`src/rtl/multi_voice_tracker_if.sv`:
```
// Note-load handshake bundle for the multi-voice tracker.
// The master drives a note request; the tracker answers with note_ready.
interface multi_voice_tracker_if #(
    parameter int NCH  = 4,
    parameter int PW   = 16,
    parameter int VOLW = 4
) ();
    localparam int CW = $clog2(NCH);

    logic            note_valid;
    logic            note_ready;
    logic [CW-1:0]   note_ch;
    logic [PW-1:0]   note_inc;
    logic [1:0]      note_wave;
    logic [VOLW-1:0] note_vol;
    logic [1:0]      note_eff;

    modport master (
        output note_valid, note_ch, note_inc,
        output note_wave, note_vol, note_eff,
        input  note_ready
    );

    modport slave (
        input  note_valid, note_ch, note_inc,
        input  note_wave, note_vol, note_eff,
        output note_ready
    );
endinterface

```
`src/rtl/multi_voice_tracker.sv`:
```
// Time-multiplexed wavetable voice mixer: one voice per ACCUM cycle,
// saturated sum published in OUTPUT, with per-voice fade effects.
module multi_voice_tracker #(
    parameter int NCH      = 4,
    parameter int PW       = 16,
    parameter int VOLW     = 4,
    parameter int FADE_DIV = 256
) (
    input  logic                clk,
    input  logic                rst,
    input  logic                tick_en,
    multi_voice_tracker_if.slave note,
    output logic [7:0]          sample_out,
    output logic                sample_valid,
    output logic [NCH-1:0]      active
);
    localparam int CW  = $clog2(NCH);
    localparam int AW  = 8 + $clog2(NCH) + 1;
    localparam int PSW = (FADE_DIV > 1) ? $clog2(FADE_DIV) : 1;
    localparam logic [15:0] SEED = 16'hACE1;

    typedef enum logic [1:0] {IDLE, ACCUM, OUTPUT} state_t;

    state_t state_q, state_d;
    logic start, acc_en, out_en, last, load, step;

    logic [CW-1:0]   idx_q, idx_d;
    logic [AW-1:0]   acc_q, acc_d, acc_sum;
    logic [PW-1:0]   phase_q [NCH];
    logic [PW-1:0]   phase_d [NCH];
    logic [PW-1:0]   inc_q   [NCH];
    logic [PW-1:0]   inc_d   [NCH];
    logic [1:0]      wave_q  [NCH];
    logic [1:0]      wave_d  [NCH];
    logic [1:0]      eff_q   [NCH];
    logic [1:0]      eff_d   [NCH];
    logic [VOLW-1:0] tgt_q   [NCH];
    logic [VOLW-1:0] tgt_d   [NCH];
    logic [VOLW-1:0] cur_q   [NCH];
    logic [VOLW-1:0] cur_d   [NCH];
    logic [NCH-1:0]  act_q, act_d;
    logic [15:0]     lfsr_q, lfsr_d;
    logic [PSW-1:0]  presc_q, presc_d;
    logic [7:0]      out_q, out_d;
    logic            valid_q, valid_d;

    logic [8:0]        tri_p;
    logic [7:0]        w;
    logic [8+VOLW-1:0] prod;
    logic [7:0]        contrib;

    assign last = (idx_q == CW'(NCH - 1));
    assign load = note.note_valid && note.note_ready;
    assign step = out_en && (presc_q == PSW'(FADE_DIV - 1));

    assign sample_out   = out_q;
    assign sample_valid = valid_q;
    assign active       = act_q;

    // FSM state register
    always_ff @(posedge clk or posedge rst) begin
        if (rst) state_q <= IDLE;
        else     state_q <= state_d;
    end

    // FSM next state: one ACCUM cycle per voice, then a single OUTPUT
    always_comb begin
        state_d = state_q;
        unique case (state_q)
            IDLE:    if (tick_en) state_d = ACCUM;
            ACCUM:   if (last) state_d = OUTPUT;
            OUTPUT:  state_d = IDLE;
            default: state_d = IDLE;
        endcase
    end

    // FSM outputs: loads only in IDLE, ticks elsewhere are dropped
    always_comb begin
        note.note_ready = (state_q == IDLE);
        start           = (state_q == IDLE) && tick_en;
        acc_en          = (state_q == ACCUM);
        out_en          = (state_q == OUTPUT);
    end

    // Wave value of the current voice and its volume-scaled share
    always_comb begin
        tri_p = phase_q[idx_q][PW-1:PW-9];
        unique case (wave_q[idx_q])
            2'd0: w = phase_q[idx_q][PW-1] ? 8'hFF : 8'h00;
            2'd1: w = phase_q[idx_q][PW-1:PW-8];
            2'd2: w = tri_p[8] ? ~tri_p[7:0] : tri_p[7:0];
            2'd3: w = lfsr_q[7:0];
        endcase
        prod    = {{VOLW{1'b0}}, w} * {8'b0, cur_q[idx_q]};
        contrib = act_q[idx_q] ? 8'(prod >> VOLW) : 8'd0;
    end

    // Voice loads, accumulation, noise advance and fade stepping
    always_comb begin
        phase_d = phase_q;
        inc_d   = inc_q;
        wave_d  = wave_q;
        eff_d   = eff_q;
        tgt_d   = tgt_q;
        cur_d   = cur_q;
        act_d   = act_q;
        lfsr_d  = lfsr_q;
        presc_d = presc_q;
        idx_d   = idx_q;
        acc_d   = acc_q;
        out_d   = out_q;
        valid_d = 1'b0;
        acc_sum = acc_q + AW'(contrib);

        if (load) begin
            if (note.note_eff == 2'd3) begin
                act_d[note.note_ch] = 1'b0;
            end else begin
                inc_d[note.note_ch]   = note.note_inc;
                wave_d[note.note_ch]  = note.note_wave;
                tgt_d[note.note_ch]   = note.note_vol;
                eff_d[note.note_ch]   = note.note_eff;
                phase_d[note.note_ch] = '0;
                act_d[note.note_ch]   = 1'b1;
                cur_d[note.note_ch]   =
                    (note.note_eff == 2'd1) ? '0 : note.note_vol;
            end
        end

        if (start) begin
            idx_d = '0;
            acc_d = '0;
        end

        if (acc_en) begin
            acc_d = acc_sum;
            idx_d = idx_q + CW'(1);
            if (act_q[idx_q])
                phase_d[idx_q] = phase_q[idx_q] + inc_q[idx_q];
            if (last) begin
                valid_d = 1'b1;
                out_d   = (acc_sum > AW'(255)) ? 8'hFF : acc_sum[7:0];
            end
        end

        if (out_en) begin
            lfsr_d  = {lfsr_q[0] ^ lfsr_q[2] ^ lfsr_q[3] ^ lfsr_q[5],
                       lfsr_q[15:1]};
            presc_d = step ? '0 : presc_q + PSW'(1);
        end

        if (step) begin
            for (int i = 0; i < NCH; i++) begin
                if (act_q[i] && eff_q[i] == 2'd1) begin
                    if (cur_q[i] != tgt_q[i])
                        cur_d[i] = cur_q[i] + VOLW'(1);
                    if (cur_q[i] == tgt_q[i] ||
                        cur_q[i] + VOLW'(1) == tgt_q[i])
                        eff_d[i] = 2'd0;
                end else if (act_q[i] && eff_q[i] == 2'd2) begin
                    if (cur_q[i] != '0)
                        cur_d[i] = cur_q[i] - VOLW'(1);
                    if (cur_q[i] <= VOLW'(1))
                        act_d[i] = 1'b0;
                end
            end
        end
    end

    // Datapath registers
    always_ff @(posedge clk or posedge rst) begin
        if (rst) begin
            for (int i = 0; i < NCH; i++) begin
                phase_q[i] <= '0;
                inc_q[i]   <= '0;
                wave_q[i]  <= '0;
                eff_q[i]   <= '0;
                tgt_q[i]   <= '0;
                cur_q[i]   <= '0;
            end
            act_q   <= '0;
            lfsr_q  <= SEED;
            presc_q <= '0;
            idx_q   <= '0;
            acc_q   <= '0;
            out_q   <= '0;
            valid_q <= 1'b0;
        end else begin
            phase_q <= phase_d;
            inc_q   <= inc_d;
            wave_q  <= wave_d;
            eff_q   <= eff_d;
            tgt_q   <= tgt_d;
            cur_q   <= cur_d;
            act_q   <= act_d;
            lfsr_q  <= lfsr_d;
            presc_q <= presc_d;
            idx_q   <= idx_d;
            acc_q   <= acc_d;
            out_q   <= out_d;
            valid_q <= valid_d;
        end
    end
endmodule
```
`src/flat_wrapper.sv`:
```
// flat-port wrapper written by rule: the top's interface ports become plain ports
module multi_voice_tracker_flat 
#(
    parameter int NCH      = 4,
    parameter int PW       = 16,
    parameter int VOLW     = 4,
    parameter int FADE_DIV = 256
)
  (clk, rst, tick_en, sample_out, sample_valid, active, note_note_valid, note_note_ch, note_note_inc, note_note_wave, note_note_vol, note_note_eff, note_note_ready);
  multi_voice_tracker_if #(.NCH(NCH), .PW(PW), .VOLW(VOLW)) note_i ();
  input  logic clk;
  input  logic rst;
  input  logic tick_en;
  output logic [7:0] sample_out;
  output logic sample_valid;
  output logic [NCH-1:0] active;
  input wire logic [$bits(note_i.note_valid)-1:0] note_note_valid;
  input wire logic [$bits(note_i.note_ch)-1:0] note_note_ch;
  input wire logic [$bits(note_i.note_inc)-1:0] note_note_inc;
  input wire logic [$bits(note_i.note_wave)-1:0] note_note_wave;
  input wire logic [$bits(note_i.note_vol)-1:0] note_note_vol;
  input wire logic [$bits(note_i.note_eff)-1:0] note_note_eff;
  output wire logic [$bits(note_i.note_ready)-1:0] note_note_ready;
  assign note_i.note_valid = note_note_valid;
  assign note_i.note_ch = note_note_ch;
  assign note_i.note_inc = note_note_inc;
  assign note_i.note_wave = note_note_wave;
  assign note_i.note_vol = note_note_vol;
  assign note_i.note_eff = note_note_eff;
  assign note_note_ready = note_i.note_ready;
  multi_voice_tracker #(.NCH(NCH), .PW(PW), .VOLW(VOLW), .FADE_DIV(FADE_DIV)) u_core (.clk(clk), .rst(rst), .tick_en(tick_en), .note(note_i), .sample_out(sample_out), .sample_valid(sample_valid), .active(active));
endmodule
```
`config.mk`:
```
export PLATFORM = sky130hd
export DESIGN_NAME = multi_voice_tracker_flat
export DESIGN_NICKNAME = d
export VERILOG_FILES = /design/src/rtl/multi_voice_tracker_if.sv /design/src/rtl/multi_voice_tracker.sv /design/src/flat_wrapper.sv
export SDC_FILE = /design/constraint.sdc
export NUM_CORES = 1
export LEC_CHECK = 0
export CORE_ASPECT_RATIO = 0.75
export CORE_UTILIZATION = 25
export DETAILED_ROUTE_END_ITERATION = 12
export GPL_ROUTABILITY_DRIVEN = 0
export HOLD_SLACK_MARGIN = 0.12
export PLACE_DENSITY = 0.35
export RECOVER_POWER = 100
export SKIP_LAST_GASP = 1
export SLEW_MARGIN = 0
export SYNTH_ARGS = -nofsm -noshare
export SYNTH_HDL_FRONTEND = slang
export SYNTH_SLANG_ARGS = --single-unit
```
`constraint.sdc`:
```
create_clock -name clk -period 10.3 [get_ports clk]
set_input_delay 2.575 -clock clk [delete_from_list [all_inputs] [get_ports clk]]
set_output_delay 2.575 -clock clk [all_outputs]
set_load 0.1 [all_outputs]
```
; After elaboration in Yosys (flattened, before gate mapping)
; Cells that the tools add are included.
[totals]
elab_cells = 223
out_inout_bits = 14
reg_bits = 228
input_bits = 30
[op_classes]
reduce_logical = 28
n_lt_le_gt_ge = 12
bitwise_logic = 12
n_eq_ne = 31
muxes = 95
n_addsub = 12
n_mul = 1
[ops]
columns = op, count
row1 = $mux 64, 4
row2 = $mux 16, 9
row3 = $bwmux 64, 2
row4 = $mux 4, 23
row5 = $and 64x64->64, 1
row6 = $bmux 16 s2, 2
row7 = $demux 16 s2, 2
row8 = $mux 8, 8
row9 = $not 64->64, 1
row10 = $bwmux 16, 2
row11 = $eq 4x4->1, 8
row12 = $pmux 8 s4, 1
row13 = $mux 2, 15
row14 = $mux 11, 2
row15 = $eq 2x2->1 const B, 9
row16 = $add 16x16->16, 1
row17 = $add 4x1->4 const B, 4
row18 = $bwmux 8, 2
row19 = $le 4x1->1 const B, 4
row20 = $mux 1, 16
row21 = $ne 4x4->1, 4
row22 = $reduce_bool 4->1, 4
row23 = $sub 4x1->4 const B, 4
row24 = $eq 2x1->1 const B, 7
row25 = 30 further kinds, 56

; Longest topological paths before layout
[logic_depth]
depth_word = 12
depth_mapped = 28
mapped_depth_nobuf = 26

; Worst setup path after synthesis
; Ideal clock, no wire load.
[synth_timing]
kind = register -> register
start = register u_core.idx_q[0]
end = register u_core.out_q[0], in the netlist u_core.sample_out[0]
n_path_buf = 3
path_stages_with_launch = 27
t_arrival_ns = 6.402
required_ns = 10.233
setup_ns = 0.067
path_slack_ns = 3.831
cell_sequence = dfrtp_1 buf_6 buf_2 buf_1 mux2_2 o21ai_1 nor2_1 fa_1 inv_1 fa_1 inv_1 ha_1 or2_2 a21oi_1 nor2_1 a21oi_1 xnor2_1 nor2_1 ha_1 o21ai_0 a21boi_0 o21ai_0 a21boi_0 o21ai_0 a221oi_1 o211ai_1 o22a_1
[synth_via]
elab_chain_cells = 12
[synth_rtl]
columns = element, line_no
row1 = "start, declared", multi_voice_tracker.sv:27  ; logic [CW-1:0] idx_q, idx_d;
row2 = "start signal, assigned", multi_voice_tracker.sv:198  ; idx_q <= idx_d;
row3 = $not 2->3 (not written as such), n/a
row4 = $bmux 16 s2, "multi_voice_tracker.sv:87, multi_voice_tracker.sv:89, multi_voice_tracker.sv:90"
row5 = $mux 16 (not written as such) (2 in a row), "multi_voice_tracker.sv:87, multi_voice_tracker.sv:89, multi_voice_tracker.sv:90"
row6 = $not 8->8, multi_voice_tracker.sv:91  ; 2'd2: w = tri_p[8] ? ~tri_p[7:0] : tri_p[7:0];
row7 = $mux 8, multi_voice_tracker.sv:91
row8 = $pmux 8 s4, multi_voice_tracker.sv:88  ; unique case (wave_q[idx_q])
row9 = $mul 8x4->12, multi_voice_tracker.sv:94  ; prod = {{VOLW{1'b0}}, w} * {8'b0, cur_q[idx_q]};
row10 = $mux 8, multi_voice_tracker.sv:95  ; contrib = act_q[idx_q] ? 8'(prod >> VOLW) : 8'd0;
row11 = $add 11x8->11, multi_voice_tracker.sv:113  ; acc_sum = acc_q + AW'(contrib);
row12 = $gt 11x8->1, multi_voice_tracker.sv:142  ; out_d = (acc_sum > AW'(255)) ? 8'hFF : acc_sum[7:0];
row13 = $mux 8, multi_voice_tracker.sv:142
row14 = "end signal, assigned", multi_voice_tracker.sv:200  ; out_q <= out_d;
row15 = "end, declared", multi_voice_tracker.sv:44  ; logic [7:0] out_q, out_d;
; Parallel ways exist; a longest one is shown, timed or not. The select of a mux whose other input is x is not followed.
; A chain may end at the register's enable or synchronous reset.

; Worst setup path in the final report
; Ends and elaborated chain as after synthesis.

==> run summary <==
### Route
* **wire length reported by the detailed router** 38800 microns
* **via-per-instance ratio** 4.73
* **Wirelength per Cell** 19.0 microns
* **number of DRC violations after detailed-routing iteration 0** 575
* **DRC violation count after routing** 0
* **total via count after detailed routing** 9662
* **drt first pass iters** 5
* **number of antenna-violating nets in the routed design** 0

### Timing
* **Hold Violations, Final** 0
* **Final Slew Violations** 420
* **skew final** 0.0192 ns
* **setup-violating endpoint count in the final report** 0
* **f_max** 118 MHz
* **setup repair after global routing missed its margin** false
* **setup_tns** 0 ns
* **transition time at the pin with the least slew margin** 5.45 ns
* **post-route clock period utilization** 82.0%
* **final critical-path required period** 8.44 ns
* **worst relative slew slack** -265%

### Setup path
* **data arrival time of the worst path** 8.94 ns
* **reg2reg end** u_core.sample_out[0]
* **reg-to-reg critical path startpoint** u_core.idx_q[0]
* **data required time of the critical path** 10.80 ns
* **length in cells of the worst reg-to-reg path** 25
* **type of element capturing the critical path** flip-flop
* **worst setup path end** u_core.sample_out[0]
* **largest fanout of any net on the critical path** 34
* **timing startpoint of the critical path** u_core.idx_q[0]
* **Worst setup SP type** flip-flop
* **worst setup path class** flip-flop to flip-flop
* **Register-to-Register Setup Slack** 1.86 ns

### Synth
* **share of the yosys chip area belonging to registers** 43.6%
* **synthesized area** 13100 sq um
* **number of instances in the synthesized netlist** 1297
* **commonest register cell after synthesis** dfrtp_1
* **count of flip-flops with a built-in enable after synthesis** 0
* **post-synthesis net count** 1397
* **number of storage elements in the synthesis netlist** 228
* **average footprint of a synthesized cell** 10.1 sq um
* **number of warnings issued by yosys** 0
* **library cell occupying the most area in the post-synthesis netlist** dfrtp_1
* **number of library cell types mapped by synthesis** 66
* **share of the synthesized area in the top cell type** 42.0%
* **Async SR Flop Fraction** 100%
* **ranking of synthesized cells by area** dfrtp_1 (42%), mux4_2 (6.2%), mux2_2 (6.0%)

### GRT
* **GRT Util Overall** 14.8%
* **overflow left after global routing** 0
* **vias in the first global route** 9850
* **pin count of the biggest net entering global routing** 115
* **global-route wire length before repair** 61700 microns
* **initial antenna violation count** 0

### Floorplan
* **initial cell density of the core** 25.4%
* **die height** 200 microns
* **area of the core region** 51600 sq um
* **Cell Rows** 72
* **total die area** 53300 sq um
* **die extent in x** 266 microns
* **Ports** 44

### CTS
* **Resize count post-CTS** 0
* **CTS HTree Levels** 1
* **number of clock buffers inserted by TritonCTS** 28
* **Clock transition at path regs** 0.06 ns
* **Post-CTS Hold Fix Bufs** 0
* **master cell of the clock root buffer** clkbuf_16
* **number of setup buffers added after CTS** 0
* **clock tree buffer depth** 3
* **clock latency at the later pin of the worst-skew pair** 0.58 ns
* **TritonCTS clock tree** built
* **Sink Count** 228

### Layout
* **nets** 1419
* **antenna diode count** 0
* **area overhead of the layout relative to synthesis** 15.5%
* **post-layout utilization of the core** 29.3%
* **share of cells above drive strength 1** 13.3%

### Outcome
* **run status** finished, violations left
* **violations in the final reports** capacitance limit, slew limit

### Hold path
* **HP Class** flip-flop to flip-flop

### Placed design
* **post-detail-place hpwl** 25200 microns
* **count of input and output buffers** 43

### Job
* **max-capacitance violation count** 8

==> registers in the layout, indices dropped and copies added (netlist names) <==
signal / count
u_core.eff_q: 8
u_core.cur_q: 16
u_core.acc_q: 11
u_core.active: 4
u_core.sample_out: 8
u_core.wave_q: 8
u_core.lfsr_q: 16
u_core.state_q: 2
u_core.inc_q: 64
u_core.tgt_q: 16
u_core.phase_q: 64
u_core.presc_q: 8
u_core.sample_valid: 1
u_core.idx_q: 2
==> cell type report <==
type,count,area [sq um]
fillers,5375,36500
multi-input cells,948,6920
flip-flops and latches,228,5720
well taps,703,880
clock buffers,44,841
repair buffers,60,518
inverters,53,200
clock inverters,5,61.3
==> through the flow <==
stage / hold WS (ns) / setup slack, ns / instance area, sq um / cells
global placement: 0.454 / 2.67 / 14300 / 1992
detailed placement: 0.458 / 2.62 / 14300 / 1992
CTS: 0.472 / 2.56 / 15200 / 2041
finish: 0.466 / 1.86 / 15100 / 2041
floorplan: 0.438 / 1.49 / 13100 / 1297
global route: 0.485 / 1.08 / 15100 / 2041
==> cells in the mapped netlist (4+ instances only) <==
master and count:
clkbuf_1 50, fa_1 13, inv_1 52, dfrtp_1 220
a31oi_1 11, ha_1 57, o21ai_0 92, o31ai_1 7
o22ai_1 10, nor3_1 14, o221ai_1 7, and3_1 5
o211ai_1 10, mux2_2 70, a221o_1 5, nor2b_1 10
a22oi_1 9, and2_1 14, nand2b_1 7, buf_1 12
nor2_1 73, nand4_1 7, xor2_1 22, mux2i_1 19
mux4_2 36, a221oi_1 5, nand3b_1 6, xnor2_1 37
nand2_1 200, nand3_1 76, o22a_1 8, a21oi_1 42
nor4_1 4, a21o_1 6, a22o_1 12, o21a_1 6
dfstp_2 8, or3_1 8
==> worst min-delay path by stage <==
stage,start,end,depth (start not counted)
6_report,u_core.wave_q[3],u_core.wave_q[3],2
4_1_cts,u_core.presc_q[4],u_core.presc_q[4],1
3_3_place_gp,u_core.inc_q[52],u_core.inc_q[52],2
5_1_grt,u_core.wave_q[3],u_core.wave_q[3],2
3_5_place_dp,u_core.wave_q[3],u_core.wave_q[3],2
2_1_floorplan,u_core.presc_q[4],u_core.presc_q[4],1
==> cells by family after synthesis <==
group	share of synthesized area, %
simple gates	14.8
mux	13.8
xor+xnor	3.94
fa+ha+maj	7.43
flops	43.6
buf+inv	3.67
compound gates	12.8
==> layout by cell type, fill, tap and decap left out, drive strengths merged, types with 18 or more instances in the layout <==
cell type	count
a21oi	42
clkbuf	55
clkdlybuf4s50	25
dfrtp	220
dlygate4sd3	18
ha	57
inv	51
mux2	70
mux2i	20
mux4	36
nand2	201
nand3	76
nor2	73
o21ai	95
xnor2	37
xor2	22
==> routing by layer <==
layer	global-route usage, %	routed length [microns]	part of all wire [%]	up-vias
li1	-	-	-	4670
met1	23.1	20800	54	4819
met2	21.4	16100	41	135
met3	2.19	1230	3.2	38
met4	2.91	741	1.9	0
met5	0	0	0	-
==> worst max-delay path, stage by stage, from the launching register on <==
cell	delay [ns]
dfrtp_4	0.86
clkbuf_1	1.04
mux4_2	0.67
nand2_1	0.10
xor2_1	0.07
mux2i_1	0.36
or2b_1	0.29
fa_1	0.49
fa_1	0.54
inv_1	0.05
ha_1	0.19
or3_1	0.37
a41oi_1	0.28
nor2_1	0.13
a21oi_1	0.22
xnor2_1	0.14
nor2_1	0.06
ha_1	0.36
o21ai_0	0.11
a21boi_0	0.14
o21ai_0	0.22
a21boi_0	0.14
o21ai_0	0.48
a221oi_1	0.18
o211ai_1	0.61
o22a_1	0.24
Power is left out: the tool's default activity adds up to more than one toggle a clock period on the data nets, which glitch-free logic cannot reach.
